### src/rtl/diff_demo_pkg.sv
// rtl/diff_demo_pkg.sv - shared types and defaults for the feature-map loop-nest controller
package diff_demo_pkg;

    localparam int FM_CNT_W    = 8;
    localparam int CONF_PE_ROW = 4;
    localparam int CONF_PE_COL = 4;

    typedef enum logic [1:0] {
        IDLE = 2'd0,
        RUN  = 2'd1,
        DONE = 2'd2
    } fm_loop_state_e;

    typedef struct packed {
        logic [FM_CNT_W-1:0] w_num;
        logic [FM_CNT_W-1:0] h_num;
        logic [FM_CNT_W-1:0] c_num;
        logic [FM_CNT_W-1:0] co_num;
        logic                kernel_mode;
        logic                is_diff;
        logic                is_first;
    } fm_loop_cfg_t;

endpackage

### src/rtl/fm_tile_loop_ctrl_row_tag.sv
// rtl/fm_tile_loop_ctrl_row_tag.sv - row parity, row-pair parity and mod-N row index tags
module fm_row_tag_gen #(
    parameter int ROW_MOD = 3,
    parameter int RM_W    = $clog2(ROW_MOD)
) (
    input  logic            clk,
    input  logic            rst_n,
    input  logic            clear,
    input  logic            inc,
    input  logic            kernel_mode,
    output logic            is_even_row,
    output logic            is_even_even_row,
    output logic [RM_W-1:0] row_mod
);

    logic            rm_adv;
    logic [RM_W-1:0] rm_next;

    // Large kernels span two physical rows per logical row-mod slot.
    assign rm_adv  = !kernel_mode || is_even_row;
    assign rm_next = (row_mod == RM_W'(ROW_MOD - 1)) ? '0 : row_mod + RM_W'(1);

    always_ff @(posedge clk or negedge rst_n) begin
        if (!rst_n) begin
            is_even_row      <= 1'b0;
            is_even_even_row <= 1'b0;
            row_mod          <= '0;
        end else if (clear) begin
            is_even_row      <= 1'b0;
            is_even_even_row <= 1'b0;
            row_mod          <= '0;
        end else if (inc) begin
            is_even_row <= !is_even_row;
            if (is_even_row) begin
                is_even_even_row <= !is_even_even_row;
            end
            if (rm_adv) begin
                row_mod <= rm_next;
            end
        end
    end

endmodule

### src/rtl/fm_tile_loop_ctrl.sv
// rtl/fm_tile_loop_ctrl.sv - four-level w/h/c/co loop-nest walker with optional bit-mode second pass
module fm_tile_loop_ctrl
    import diff_demo_pkg::*;
#(
    parameter int CNT_W    = 8,
    parameter int PE_ROW   = CONF_PE_ROW,
    parameter int PE_COL   = CONF_PE_COL,
    parameter int W_STEP_S = 6,
    parameter int W_STEP_L = 12,
    parameter int ROW_MOD  = 3
) (
    input  logic                       clk,
    input  logic                       rst_n,
    input  logic                       cfg_valid,
    output logic                       cfg_ready,
    input  logic [CNT_W-1:0]           w_num_i,
    input  logic [CNT_W-1:0]           h_num_i,
    input  logic [CNT_W-1:0]           c_num_i,
    input  logic [CNT_W-1:0]           co_num_i,
    input  logic                       kernel_mode_i,
    input  logic                       is_diff_i,
    input  logic                       is_first_i,
    input  logic                       abort,
    output logic                       step_valid,
    input  logic                       step_ready,
    output logic [CNT_W-1:0]           count_w,
    output logic [CNT_W-1:0]           count_h,
    output logic [CNT_W-1:0]           count_c,
    output logic [CNT_W-1:0]           count_co,
    output logic                       pass,
    output logic                       bit_mode,
    output logic                       is_even_row,
    output logic                       is_even_even_row,
    output logic [$clog2(ROW_MOD)-1:0] row_mod,
    output logic                       kernel_mode,
    output logic                       is_diff,
    output logic                       is_first,
    output logic                       last_step,
    output logic                       done,
    output logic                       cfg_err
);

    fm_loop_state_e state, state_nx;

    logic [CNT_W-1:0] w_max, h_max, c_max, co_max;
    logic [CNT_W-1:0] ws, cs;
    logic             accept, zero_cfg, fire, kill;
    logic             we, he, ce, coe, final_step;
    logic             row_inc, row_clr;

    assign accept   = cfg_valid && cfg_ready;
    assign zero_cfg = (w_num_i == '0) || (h_num_i == '0) || (c_num_i == '0) || (co_num_i == '0);
    assign kill     = abort && (state != IDLE);
    assign fire     = (state == RUN) && step_ready && !abort;

    assign bit_mode = is_diff && pass;
    assign ws       = kernel_mode ? CNT_W'(W_STEP_L) : CNT_W'(W_STEP_S);
    assign cs       = bit_mode ? CNT_W'(2 * PE_COL) : CNT_W'(PE_COL);

    // Compare against the stride before subtracting so no counter can wrap.
    assign we         = count_w < ws;
    assign he         = we && (count_h == '0);
    assign ce         = he && (count_c < cs);
    assign coe        = ce && (count_co < CNT_W'(PE_ROW));
    assign final_step = coe && (!is_diff || pass);
    assign last_step  = (state == RUN) && final_step;

    assign row_inc = fire && we && !he;
    assign row_clr = accept || kill || (fire && he && !final_step);

    always_ff @(posedge clk or negedge rst_n) begin
        if (!rst_n) begin
            state <= IDLE;
        end else begin
            state <= state_nx;
        end
    end

    always_comb begin
        state_nx = state;
        case (state)
            IDLE: begin
                if (accept) begin
                    state_nx = zero_cfg ? DONE : RUN;
                end
            end
            RUN: begin
                if (abort) begin
                    state_nx = IDLE;
                end else if (fire && final_step) begin
                    state_nx = DONE;
                end
            end
            DONE:    state_nx = IDLE;
            default: state_nx = IDLE;
        endcase
    end

    always_comb begin
        cfg_ready  = (state == IDLE);
        step_valid = (state == RUN);
        done       = (state == DONE);
    end

    always_ff @(posedge clk or negedge rst_n) begin
        if (!rst_n) begin
            w_max       <= '0;
            h_max       <= '0;
            c_max       <= '0;
            co_max      <= '0;
            count_w     <= '0;
            count_h     <= '0;
            count_c     <= '0;
            count_co    <= '0;
            pass        <= 1'b0;
            kernel_mode <= 1'b0;
            is_diff     <= 1'b0;
            is_first    <= 1'b0;
            cfg_err     <= 1'b0;
        end else if (kill) begin
            count_w  <= '0;
            count_h  <= '0;
            count_c  <= '0;
            count_co <= '0;
            pass     <= 1'b0;
        end else if (accept) begin
            w_max       <= w_num_i - CNT_W'(1);
            h_max       <= h_num_i - CNT_W'(1);
            c_max       <= c_num_i - CNT_W'(1);
            co_max      <= co_num_i - CNT_W'(1);
            count_w     <= w_num_i - CNT_W'(1);
            count_h     <= h_num_i - CNT_W'(1);
            count_c     <= c_num_i - CNT_W'(1);
            count_co    <= co_num_i - CNT_W'(1);
            pass        <= 1'b0;
            kernel_mode <= kernel_mode_i;
            is_diff     <= is_diff_i;
            is_first    <= is_first_i;
            cfg_err     <= zero_cfg;
        end else if (fire) begin
            if (!we) begin
                count_w <= count_w - ws;
            end else if (!he) begin
                count_w <= w_max;
                count_h <= count_h - CNT_W'(1);
            end else if (!ce) begin
                count_w <= w_max;
                count_h <= h_max;
                count_c <= count_c - cs;
            end else if (!coe) begin
                count_w  <= w_max;
                count_h  <= h_max;
                count_c  <= c_max;
                count_co <= count_co - CNT_W'(PE_ROW);
            end else if (is_diff && !pass) begin
                // Second pass re-walks the whole nest in bit-mode.
                pass     <= 1'b1;
                count_w  <= w_max;
                count_h  <= h_max;
                count_c  <= c_max;
                count_co <= co_max;
            end
        end
    end

    fm_row_tag_gen #(
        .ROW_MOD (ROW_MOD)
    ) u_row_tag (
        .clk              (clk),
        .rst_n            (rst_n),
        .clear            (row_clr),
        .inc              (row_inc),
        .kernel_mode      (kernel_mode),
        .is_even_row      (is_even_row),
        .is_even_even_row (is_even_even_row),
        .row_mod          (row_mod)
    );

endmodule
### config.mk
export PLATFORM = sky130hd
export DESIGN_NAME = fm_tile_loop_ctrl
export DESIGN_NICKNAME = d
export VERILOG_FILES = /design/src/rtl/diff_demo_pkg.sv /design/src/rtl/fm_tile_loop_ctrl_row_tag.sv /design/src/rtl/fm_tile_loop_ctrl.sv
export SDC_FILE = /design/constraint.sdc
export NUM_CORES = 1
export LEC_CHECK = 0
export CAP_MARGIN = 5
export CORE_ASPECT_RATIO = 0.7
export CORE_MARGIN = 3
export CORE_UTILIZATION = 53
export CTS_BUF_LIST = sky130_fd_sc_hd__clkbuf_8
export CTS_CLUSTER_DIAMETER = 30
export DETAILED_ROUTE_END_ITERATION = 8
export DONT_BUFFER_PORTS = 1
export GPL_ROUTABILITY_DRIVEN = 1
export GPL_TIMING_DRIVEN = 0
export PLACE_DENSITY = 0.78
export RECOVER_POWER = 50
export SYNTH_ARGS = -nofsm -noshare
export SYNTH_HDL_FRONTEND = slang
export SYNTH_HIERARCHICAL = 1
export SYNTH_SLANG_ARGS = --single-unit
### constraint.sdc
create_clock -name clk -period 2.9 [get_ports clk]
set_clock_uncertainty 0.1 [all_clocks]
set_input_delay 0.29 -clock clk [delete_from_list [all_inputs] [get_ports clk]]
set_output_delay 0.29 -clock clk [all_outputs]
set_load 0.02 [all_outputs]
==> flow_summary.yaml <==
run_status:
  outcome: "complete, but fails checks"
  violations: "capacitance limit, slew limit"
logic_synthesis:
  synth_top_area_cell: "dfrtp_1"
  synthSimpleGateAreaFrac: 0.226
  async_flop_share: 1.00
  yosysSeqAreaShare: 0.417
  yosysUniqueCellTypes: 57
  synth_compound_area_frac: 0.179
  synth.cell_area_sq_um: 4500
  netlist.area_leader.share: 0.417
  synth_seq_cells: 75
  synth_xor_area_frac: 0.0701
  synthFlopType: "dfrtp_1"
  synth_edf_count: 0
  synth_warnings: 6
  synth_fa_ha_area_frac: 0.0490
  synth_mux_area_frac: 0.0209
  synth_area_leaders: "dfrtp_1 (42%), nand2_1 (5.8%), nor2_1 (5.3%)"
  postSynthCellCount: 507
  syn-num-nets: 564
  syn_area_per_cell_sq_um: 8.87
  synth_top_family_by_area: "simple AND/OR/NAND/NOR gates"
timing:
  period_needed_ps: 2900
  finalMaxSlewViolations: 76
  timing.slew.headroom: -0.257
  finalHoldViolCount: 0
  worst_pin_slew_ps: 1890
  timing.fmax_mhz: 345
  rsz0062_at_grt: "yes"
  timing.hold.ws_ps: 42.0
  min_period_over_period: 1.00
  finalSetupViolations: 0
place:
  numPortBuffers: 0
  hpwl_um: 9040
  place_area_sq_um: 4640
  gp_congestion: 0.885
layout:
  drive_gt1_frac: 0.138
  syn2layout_area_growth_pct: 15.8
  multi_input_area_sq_um: 2570
  fillCellCount: 670
  finalNetCount: 604
  diodes: 0
  regArea_sq_um: 1880
  finalInstanceArea_sq_um: 5210
clocking:
  root_buffer: "clkbuf_8"
  worstSkewPairLatency_ps: 370
  htreeDepth: 3
  clk_pin_slew_ps: 80
  cts_tree: "yes"
  cts_sinks: 75
  numCtsBuffers: 9
  cts_buffer_depth: 2
power_and_ir_drop:
  p_leak_uw: 0.00232
  finalPower_uw: 4370
  power_density_nw_per_um2: 839
  ir_drop_uv: 472
route:
  drt_pass1_iterations: 5
  ant_nets: 0
  vias: 4087
  wl_um: 12900
  drtIter0Drc: 306
  drcViolationCount: 0
  avgRoutedWirePerCell_um: 19.9
  viasPerCell: 6.27
global_routing:
  grt_max_degree: 76
  grt_pass1_wl_um: 20500
  track_usage: 0.271
  overflow: 0
  grt_antenna_before_repair: 0
  grt_pass1_vias: 3987
die:
  die-area_sq_um: 9640
  die_w_um: 116
  rows: 27
  io_pins: 86
  core_sq_um: 8040
  fp.dieH_um: 83.1
  start_util: 0.559
min_path:
  min_path_type: "in -> reg"
setup_path:
  slowest_stage: "dfrtp_2"
  slowest_delay_ps: 500
  crit_arrival_ps: 3020
  critPathKind: "reg -> reg"
  cp.required_ps: 3020
  cp_common_cell: "buf_6"
  worstPathMaxFanout: 5
  critPathLaunchType: "flop"
  cp_cell_sequence: "nand2_4 -> ha_4 -> fa_2 -> nor3b_4 -> nand4_1 -> buf_4 -> or2_1 -> buf_6 -> nor3_4 -> buf_6 -> mux2i_1 -> a211oi_1"
  critPathBufInv: 3
  worstSetupEndpointType: "flop"
  cp_top_family: "simple AND/OR/NAND/NOR gates"
flow_run:
  drv_cap: 1
## placed cells by master, fill, tap and decap left out, types with 11 or more instances in the layout
master and instances:
o21a_1 11, nor2_1 60, xnor2_1 19, nand2_1 69, o21ai_0 33, buf_4 18, nor3_1 12, a21oi_1 23
clkbuf_8 11, dfrtp_1 70, ha_1 15, inv_1 25, xor2_1 17
## where the power goes
group | leakage, uW | switching (uW) | internal (uW) | total [uW]
clock | 0.000108 | 388 | 433 | 821
combinational | 0.00129 | 902 | 725 | 1630
sequential | 0.000919 | 595 | 1330 | 1920
## area by class of cell
type / count / share of cell area
Multi-Input combinational cell: 388 / 0.494
Sequential cell: 75 / 0.362
Timing Repair Buffer: 29 / 0.0466
Clock buffer: 11 / 0.0291
Tap cell: 101 / 0.0243
Inverter: 26 / 0.0192
Buffer: 18 / 0.0166
Clock inverter: 4 / 0.00817
## flip-flops by register name, summed over array words and instances, names as in the netlist
| signal | count |
|---|---|
| c_max | 8 |
| co_max | 8 |
| count_c | 8 |
| count_co | 8 |
| count_h | 8 |
| count_w | 8 |
| h_max | 8 |
| w_max | 8 |
| state | 2 |
| u_row_tag/row_mod | 2 |
| cfg_err | 1 |
| is_diff | 1 |
| is_first | 1 |
| kernel_mode | 1 |
| pass | 1 |
| u_row_tag/is_even_even_row | 1 |
| u_row_tag/is_even_row | 1 |
## logic make-up (layout without fill, tap and decap cells)
kind of cell | after synthesis | after routing
simple gates | 206 | 206
compound gates | 120 | 120
flops | 75 | 75
buf+inv | 44 | 88
xor+xnor | 36 | 36
fa+ha+maj | 17 | 17
mux | 9 | 9
## path summary, 6_finish.rpt
path | startpoint | endpoint | slack [ps] | cells past startpoint
worst max-delay path | is_diff$_DFFE_PN0P_ | count_co[5]$_DFFE_PN0P_ | 0.5 | 12
worst min-delay path | abort | state[0]$_DFFE_PN0P_ | 40 | 2
worst max register to register | is_diff$_DFFE_PN0P_ | count_co[5]$_DFFE_PN0P_ | 0.5 | 12
worst min register to register | c_max[0]$_DFFE_PN0P_ | c_max[0]$_DFFE_PN0P_ | 380 | 1
max in group asynchronous | rst_n | count_co[3]$_DFFE_PN0P_ | 510 | 2
min in group asynchronous | rst_n | pass$_DFFE_PN0P_ | 960 | 2
## repair_timing
action / in CTS / in global routing
hold buffers: 8 / 1
pin swaps: 8 / 8
setup buffers: 10 / 10
hold endpoints to repair: 81 / 1
endpoints found under the setup margin: 48 / 41
resized for setup: 22 / 20
## through the flow
stage,util,setup TNS (ps),worst slack (ps),instances
global placement,0.578,-6230,-492,608
global route,0.648,-837,-88.4,652
detailed placement,0.578,-8070,-589,608
floorplan,-,0,35.6,507
finish,0.648,0,0.527,652
CTS,0.633,0,0.267,641
## metal layers
metal | part of all wire | up-vias | wire, um | track usage
li1 | - | 1860 | - | -
met3 | 0.11 | 28 | 1480 | 0.0947
met1 | 0.41 | 1970 | 5280 | 0.373
met5 | 0 | - | 0 | 0
met2 | 0.46 | 229 | 5980 | 0.410
met4 | 0.016 | 0 | 210 | 0.0643
## Yosys cell counts, types with 6 or more instances
cell and count:
a21o_1 10, a21oi_1 23, a22o_1 7, a32o_1 7, clkbuf_1 13, dfrtp_1 75, ha_1 16, inv_1 25
mux2i_1 6, nand2_1 70, nand3_1 10, nor2_1 64, nor2b_1 6, nor3_1 15, o21a_1 11, o21ai_0 33
xnor2_1 19, xor2_1 17
No activity file was read; power rests on OpenSTA's default activity.
